<file path="src/rtl/flappy_pkg.sv">
// Shared Flappy Bird datapath types and default geometry, used by the score
// detector, the pipe generator and the collision logic.
package flappy_pkg;

  typedef enum logic [2:0] {
    IDLE     = 3'd0,
    APPROACH = 3'd1,
    OVERLAP  = 3'd2,
    SPENT    = 3'd3,
    DEAD     = 3'd4
  } score_state_t;

  localparam int DEF_X_W    = 8;
  localparam int DEF_BIRD_X = 16;
  localparam int DEF_PIPE_W = 4;

endpackage

</file>
<file path="src/rtl/pulse_holdoff.sv">
// Load/decrement down-counter that flags when another score pulse is still
// too close to the previous one. Used only when SCORE_HOLDOFF_EN is defined.
module pulse_holdoff #(
  parameter int HOLDOFF = 8
) (
  input  logic clock,
  input  logic reset,
  input  logic clear,
  input  logic load,
  output logic busy
);

  localparam int CW = (HOLDOFF > 1) ? $clog2(HOLDOFF) : 1;

  logic [CW-1:0] count_r;

  // Counter: clear wins, a pulse reloads, otherwise count down to zero.
  always_ff @(posedge clock or negedge reset) begin
    if (!reset) begin
      count_r <= {CW{1'b0}};
    end else if (clear) begin
      count_r <= {CW{1'b0}};
    end else if (load) begin
      count_r <= CW'(HOLDOFF - 1);
    end else if (count_r != {CW{1'b0}}) begin
      count_r <= count_r - CW'(1);
    end else begin
      count_r <= count_r;
    end
  end

  assign busy = (count_r != {CW{1'b0}});

endmodule

</file>
<file path="src/rtl/score_detector.sv">
// Emits one registered score_pulse each time a pipe fully clears the bird.
// Optional macro SCORE_HOLDOFF_EN enforces HOLDOFF cycles between pulses.
module score_detector
  import flappy_pkg::*;
#(
  parameter int X_W     = DEF_X_W,
  parameter int BIRD_X  = DEF_BIRD_X,
  parameter int PIPE_W  = DEF_PIPE_W,
  parameter int HOLDOFF = 8
) (
  input  logic           clock,
  input  logic           reset,
  input  logic           game_active,
  input  logic           crash,
  input  logic [X_W-1:0] pipe_x,
  output logic           score_pulse,
  output logic [7:0]     score_count,
  output logic           dead
);

  if (PIPE_W < 1 || HOLDOFF < 1) begin : g_param_check
    $error("score_detector: PIPE_W and HOLDOFF must both be at least 1");
  end

  score_state_t state_r, next_state_s;
  logic         pulse_s;
  logic         busy_s;
  logic         ahead_s;
  logic         cleared_s;
  logic [X_W:0] pipe_ext_s;
  logic [X_W:0] right_edge_s;
  logic [X_W:0] bird_s;
  logic         score_pulse_r;
  logic [7:0]   score_count_r;
  logic         dead_r;

  // One extra bit keeps the right edge exact at the top of the column range.
  assign pipe_ext_s   = {1'b0, pipe_x};
  assign bird_s       = (X_W + 1)'(BIRD_X);
  assign right_edge_s = pipe_ext_s + (X_W + 1)'(PIPE_W) - (X_W + 1)'(1);
  assign ahead_s      = (pipe_ext_s > bird_s);
  assign cleared_s    = (right_edge_s < bird_s);

`ifdef SCORE_HOLDOFF_EN
  pulse_holdoff #(
    .HOLDOFF(HOLDOFF)
  ) u_holdoff (
    .clock(clock),
    .reset(reset),
    .clear(next_state_s == IDLE),
    .load (pulse_s),
    .busy (busy_s)
  );
`else
  assign busy_s = 1'b0;
`endif

  // Next state and pulse qualification; round end and crash take priority.
  always_comb begin
    next_state_s = state_r;
    pulse_s      = 1'b0;
    if (!game_active) begin
      next_state_s = IDLE;
    end else if (crash) begin
      next_state_s = DEAD;
    end else begin
      case (state_r)
        IDLE: begin
          if (ahead_s) begin
            next_state_s = APPROACH;
          end else begin
            next_state_s = SPENT;
          end
        end
        APPROACH: begin
          if (cleared_s) begin
            next_state_s = SPENT;
            pulse_s      = !busy_s;
          end else if (!ahead_s) begin
            next_state_s = OVERLAP;
          end else begin
            next_state_s = APPROACH;
          end
        end
        OVERLAP: begin
          if (cleared_s) begin
            next_state_s = SPENT;
            pulse_s      = !busy_s;
          end else if (ahead_s) begin
            next_state_s = APPROACH;
          end else begin
            next_state_s = OVERLAP;
          end
        end
        SPENT: begin
          if (ahead_s) begin
            next_state_s = APPROACH;
          end else begin
            next_state_s = SPENT;
          end
        end
        DEAD:    next_state_s = DEAD;
        default: next_state_s = IDLE;
      endcase
    end
  end

  // State and registered outputs; the count is zeroed whenever IDLE is entered.
  always_ff @(posedge clock or negedge reset) begin
    if (!reset) begin
      state_r       <= IDLE;
      score_pulse_r <= 1'b0;
      score_count_r <= 8'd0;
      dead_r        <= 1'b0;
    end else begin
      state_r       <= next_state_s;
      score_pulse_r <= pulse_s;
      dead_r        <= (next_state_s == DEAD);
      if (next_state_s == IDLE) begin
        score_count_r <= 8'd0;
      end else if (pulse_s) begin
        score_count_r <= score_count_r + 8'd1;
      end else begin
        score_count_r <= score_count_r;
      end
    end
  end

  assign score_pulse = score_pulse_r;
  assign score_count = score_count_r;
  assign dead        = dead_r;

endmodule

</file>
<file path="config.mk">
export PLATFORM = sky130hd
export DESIGN_NAME = score_detector
export DESIGN_NICKNAME = d
export VERILOG_FILES = /design/src/rtl/flappy_pkg.sv /design/src/rtl/pulse_holdoff.sv /design/src/rtl/score_detector.sv
export SDC_FILE = /design/constraint.sdc
export NUM_CORES = 1
export LEC_CHECK = 0
export ABC_AREA = 1
export CORE_MARGIN = 5
export CORE_UTILIZATION = 45
export CTS_CLUSTER_SIZE = 10
export DETAILED_ROUTE_END_ITERATION = 8
export PLACE_DENSITY_LB_ADDON = 0.1
export SLEW_MARGIN = 20
export SYNTH_ARGS = -nofsm -noshare
export SYNTH_HDL_FRONTEND = slang
export SYNTH_SLANG_ARGS = --single-unit
</file>
<file path="constraint.sdc">
create_clock -name clock -period 1.6 [get_ports clock]
set_input_delay 0.32 -clock clock [delete_from_list [all_inputs] [get_ports clock]]
set_output_delay 0.32 -clock clock [all_outputs]
set_load 0.03 [all_outputs]
</file>
* Word-level counts from Yosys, hierarchy flattened
Cells that the tools add are included.
Storage, ports and cells: register bits after elaboration 13, latch bits 0, RAM bits 0, memory bits (read-only) 0, output and inout bits 10, memories kept 0
Operators by class: $add $sub $neg 3, multipliers 0, div/mod/pow operators 0, order comparisons 2, eq/ne operators 5, shift-type cells 0, muxes and demuxes 12, bitwise operators 0, reductions and logical operators 5
Operator list (count):
- 8-bit 2-to-1 mux | 2
- 8-bit by 3-bit adder with 9-bit output, second input constant | 1
- 9-bit by 5-bit less-than comparator with 1-bit output, second input constant | 1
- 3-bit 2-to-1 mux | 3
- 3-bit case mux with 3 select lines | 1
- 9-bit by 1-bit subtractor with 9-bit output, second input constant | 1
- 8-bit by 1-bit adder with 8-bit output, second input constant | 1
- 8-bit by 5-bit greater-than comparator with 1-bit output, second input constant | 1
- 3-bit by 2-bit == test with 1-bit output, second input constant | 2
- 3-bit == test, second input constant | 2
- 3-bit logical NOT | 2
- 1-bit 2-to-1 mux | 4
- 2-bit 2-to-1 mux | 2
- 2-bit OR reduction | 2
- 3-bit by 1-bit == test with 1-bit output, second input constant | 1
- 2-bit nonzero test | 1

* Longest topological paths before layout
depth after elaboration 9, mapped depth 9, mapped depth without buffers 9

* Worst setup path after synthesis
OpenSTA, ideal clock, no wires.
path kind register -> register, from register score_count_r[0] (netlist: score_count[0]), to register score_count_r[4] (netlist: score_count[4]), setup time 66 ps, arrival time 1252 ps, data required time 1534 ps, slack 282 ps, stages on the path, launching flop included 7, path buffers 0, path through dfrtp_1 > ha_1 > nand2_1 > xor2_1 > nor2_1 > nand2_1 > nand2_1
On the way: longest elaborated chain between the ends 3
RTL lines:
- start, declared | RTL line score_detector.sv:34 | logic [7:0] score_count_r;
- start signal, assigned | RTL line score_detector.sv:122 | score_count_r <= score_count_r + 8'd1;
- start signal, assigned | RTL line score_detector.sv:124 | score_count_r <= score_count_r;
- 8-bit by 1-bit adder with 8-bit output | RTL line score_detector.sv:122
- 8-bit 2-to-1 mux | RTL line score_detector.sv:121 | end else if (pulse_s) begin
- 8-bit 2-to-1 mux | RTL line score_detector.sv:119 | if (next_state_s == IDLE) begin
Every way passes these cells. The select of a mux whose other input is x is not followed. A chain may end at the register's enable or synchronous reset.

* Worst setup path after layout
from register score_count_r[6] (netlist: score_count[6]), to output port score_count[6]
RTL lines:
- end, declared | RTL line score_detector.sv:17 | output logic [7:0] score_count,
No word-level cell between the ends.

==> results by group <==
Layout
  – Synthesis-to-finish area growth: 41.3%
  – Share of cells above drive strength 1: 20.8%
  – ANT cells: 0
  – Fillers: 161
  – Final nets: 163

Synth
  – Synth Area in Compound Gates: 4.48%
  – Top FF cell, synth: dfrtp_1
  – XOR/XNOR share of the synthesized area: 2.16%
  – Post-synth top cells: nand2_1 (35), nor2_1 (16), dfrtp_1 (13), nand3_1 (12), inv_1 (9)
  – Flops & latches, synth: 13
  – Synth Net Count: 127
  – Syn Area/Cell: 7.10 um^2
  – Number of flops mapped to enable cells by yosys: 0
  – Biggest area consumer among synthesized cells: dfrtp_1
  – Cell area after synthesis: 810 um^2
  – Count leader, synth: nand2_1
  – Largest family of logic cells by synthesized area: simple AND/OR/NAND/NOR gates
  – Yosys warnings: 0
  – Post-Syn Instances: 114
  – Top-area cell type share of the netlist area: 40.2%
  – Adder-cell share of the synthesized area: 1.55%
  – Post-synth ARST share: 100%
  – Sequential-to-total area share from yosys stat: 40.2%
  – Synth Area in Simple Gates: 43.7%
  – Netlist cell types: 19
  – Post-synthesis mux area share: 0%
  – Area contributors post-synth: dfrtp_1 (40%), nand2_1 (16%), nand3_1 (7.4%)

Clock network
  – Clock Latency Late Sink: 270 ps
  – Clk root buf: clkbuf_4
  – CTS tree: done
  – Total CTS buffers: 3
  – Clock transition at the registers of the reported paths: 80 ps
  – Clock buffer depth: 2
  – H-tree Lvls: 1
  – Sink Count: 13
  – Hold-fix buffers at CTS: 0

Pwr
  – Pwr/cell area: 557 mW/mm^2
  – Combinational power share: 15.1%
  – Sequential power share: 53.1%
  – VDD IR-drop max: 0.398 mV
  – Clk pwr share: 31.9%
  – Pint: 478 uW
  – P_leak: 0.627 nW
  – Total power: 637 uW
  – Net Sw Frac: 25.1%
  – Sw power: 160 uW

Setup path
  – Setup crit start kind: flip-flop
  – Critical path class: reg -> out
  – Critical path's slowest cell: dlygate4sd2_1
  – CP max FO: 5
  – CP Cell Sequence: dlygate4sd2_1
  – WP data required: 1280 ps
  – CP delay by family, top: buffers and inverters
  – Critical path buffers and inverters: 1
  – CP max stage delay: 440 ps
  – Critical path endpoint category: output port
  – Arrival time worst endpoint: 1120 ps

Route
  – Routed WL: 1880 um
  – Pre-Repair DR Iteration Count: 5
  – Routed Antenna Nets: 0
  – Initial DRC Count: 10
  – Routed vias/inst: 4.67
  – DR vias: 813
  – DR WL/cell: 10.8 um
  – DRC Markers: 0

STA
  – Sum Neg Setup Slack: 0 ps
  – Hold Vio Cnt, Final: 0
  – Tcrit/Tclk final: 90.2%
  – Clock period minus worst slack: 1440 ps
  – Max Clk Rate: 0.693 GHz
  – Unrepaired setup endpoints after global routing: false
  – Slew margin rel.: 78.5%
  – # setup viols final: 0
  – Final Skew: 1.36 ps
  – Slew Viols, Final: 0
  – Worst Tran Pin Value: 322 ps

Floorplanning
  – Core Box Area: 0.00173 mm^2
  – Die X: 52.4 um
  – Die Span Y: 52.4 um
  – Starting Density: 46.9%
  – I/O pins: 22
  – Rows: 15
  – Die area: 0.00275 mm^2

Global routing
  – First-pass GRT wire length: 3240 um
  – Antenna violations before repair: 0
  – Vias in the first global route: 798
  – Pin count of the biggest net entering global routing: 14
  – Gr usage total: 15.5%
  – Total gr overflow: 0

Placed design
  – IO buf count: 21
  – Placer Congestion: 0.854
  – Dpl hpwl: 1470 um

Status
  – Status: complete, no violations

Hold path
  – Hold WC Path Type: in -> async

Flow run
  – Max Cap Viol: 0
[flip-flops by register name (all words and copies together) (netlist names)]
register     flops
dead             1
score_count      8
score_pulse      1
state_r          3
[cell families (layout without fill, tap and decap cells)]
logic type                 Yosys count  after routing
AOI/OAI and AO/OA                    4              4
xor gates and xnor gates             2              2
adders and majority gates            1              1
buffers and inverters               17             52
DFF                                 13             13
and+or+nand+nor                     77             77
[worst paths after layout]
| kind | startpoint | to | slack [ps] | cells past startpoint |
|---|---|---|---|---|
| setup / recovery | score_count[6] | score_count[6] | 160 | 1 |
| hold / removal | reset | score_count[1] | 350 | 2 |
| setup reg to reg | score_count[0] | score_count[4] | 250 | 7 |
| hold reg to reg | score_count[1] | score_count[1] | 580 | 2 |
| max in group asynchronous | reset | state_r[1] | 1090 | 2 |
| min in group clock | score_count[1] | score_count[1] | 580 | 2 |
[timing repair]
action | 4_1_cts | 5_1_grt
endpoints found under the setup margin | 9 | 1
cloned | 0 | 0
setup buffers | 0 | 0
resized for setup | 9 | 1
[cells in the final DEF, fill, tap and decap left out, drive strengths merged]
cell | netlist | layout
nand4 | 4 | 4
buf | 0 | 10
clkbuf | 0 | 4
clkdlybuf4s50 | 0 | 11
ha | 1 | 1
dlygate4sd2 | 0 | 9
nand3 | 12 | 12
nor3 | 2 | 2
inv | 17 | 17
a31oi | 1 | 1
xor2 | 1 | 1
nor2 | 19 | 19
nand2 | 39 | 39
xnor2 | 1 | 1
dlymetal6s2s | 0 | 1
a21oi | 3 | 3
dfrtp | 13 | 13
nand3b | 1 | 1
[metal layers]
metal | part of all wire, % | track usage, % | routed length [um] | vias to the layer above
met4 | 0.59 | 3.83 | 11 | 0
li1 | - | - | - | 426
met5 | 0 | 0 | 0 | -
met1 | 46 | 19.7 | 856 | 364
met3 | 6.9 | 3.99 | 130 | 2
met2 | 47 | 26.0 | 877 | 21
[worst reg2reg max path: cells and delay by family (launching register included)]
kind / cells / cell delay, ps
AND/OR/NAND/NOR: 4 / 290
XOR/XNOR: 1 / 170
buffers and inverters: 1 / 150
flip-flops: 1 / 380
adder cells (fa/ha/maj): 1 / 250
[power by group through the flow]
stage / clock (mW) / sequential (mW) / combinational, mW
2_1_floorplan: 0 / 0.348 / 0.0366
3_3_place_gp: 0 / 0.345 / 0.0966
3_5_place_dp: 0 / 0.345 / 0.0983
4_1_cts: 0.210 / 0.338 / 0.0974
5_1_grt: 0.228 / 0.339 / 0.105
6_report: 0.203 / 0.338 / 0.0961
[final cells by class]
type,count,area (um^2),share of cell area (%)
clock buffer,4,26.3,2.30
inverter,17,63.8,5.58
multi-input combinational,84,420,36.8
sequential,13,325,28.4
tap,25,31.3,2.74
timing repair buffer,31,277,24.2
[per-stage QoR]
stage / worst slack [ps] / utilization [%] / hold WS (ps) / cells / area, um^2
global route: 96.4 / 66.2 / 371 / 174 / 1140
CTS: 8.49 / 66.1 / 351 / 174 / 1140
global placement: -12.5 / 65.2 / 561 / 170 / 1130
floorplan: 282 / - / 24.4 / 114 / 810
finish: 157 / 66.2 / 350 / 174 / 1140
detailed placement: -40.0 / 65.2 / 565 / 170 / 1130
(Power assumes the default switching activity.)
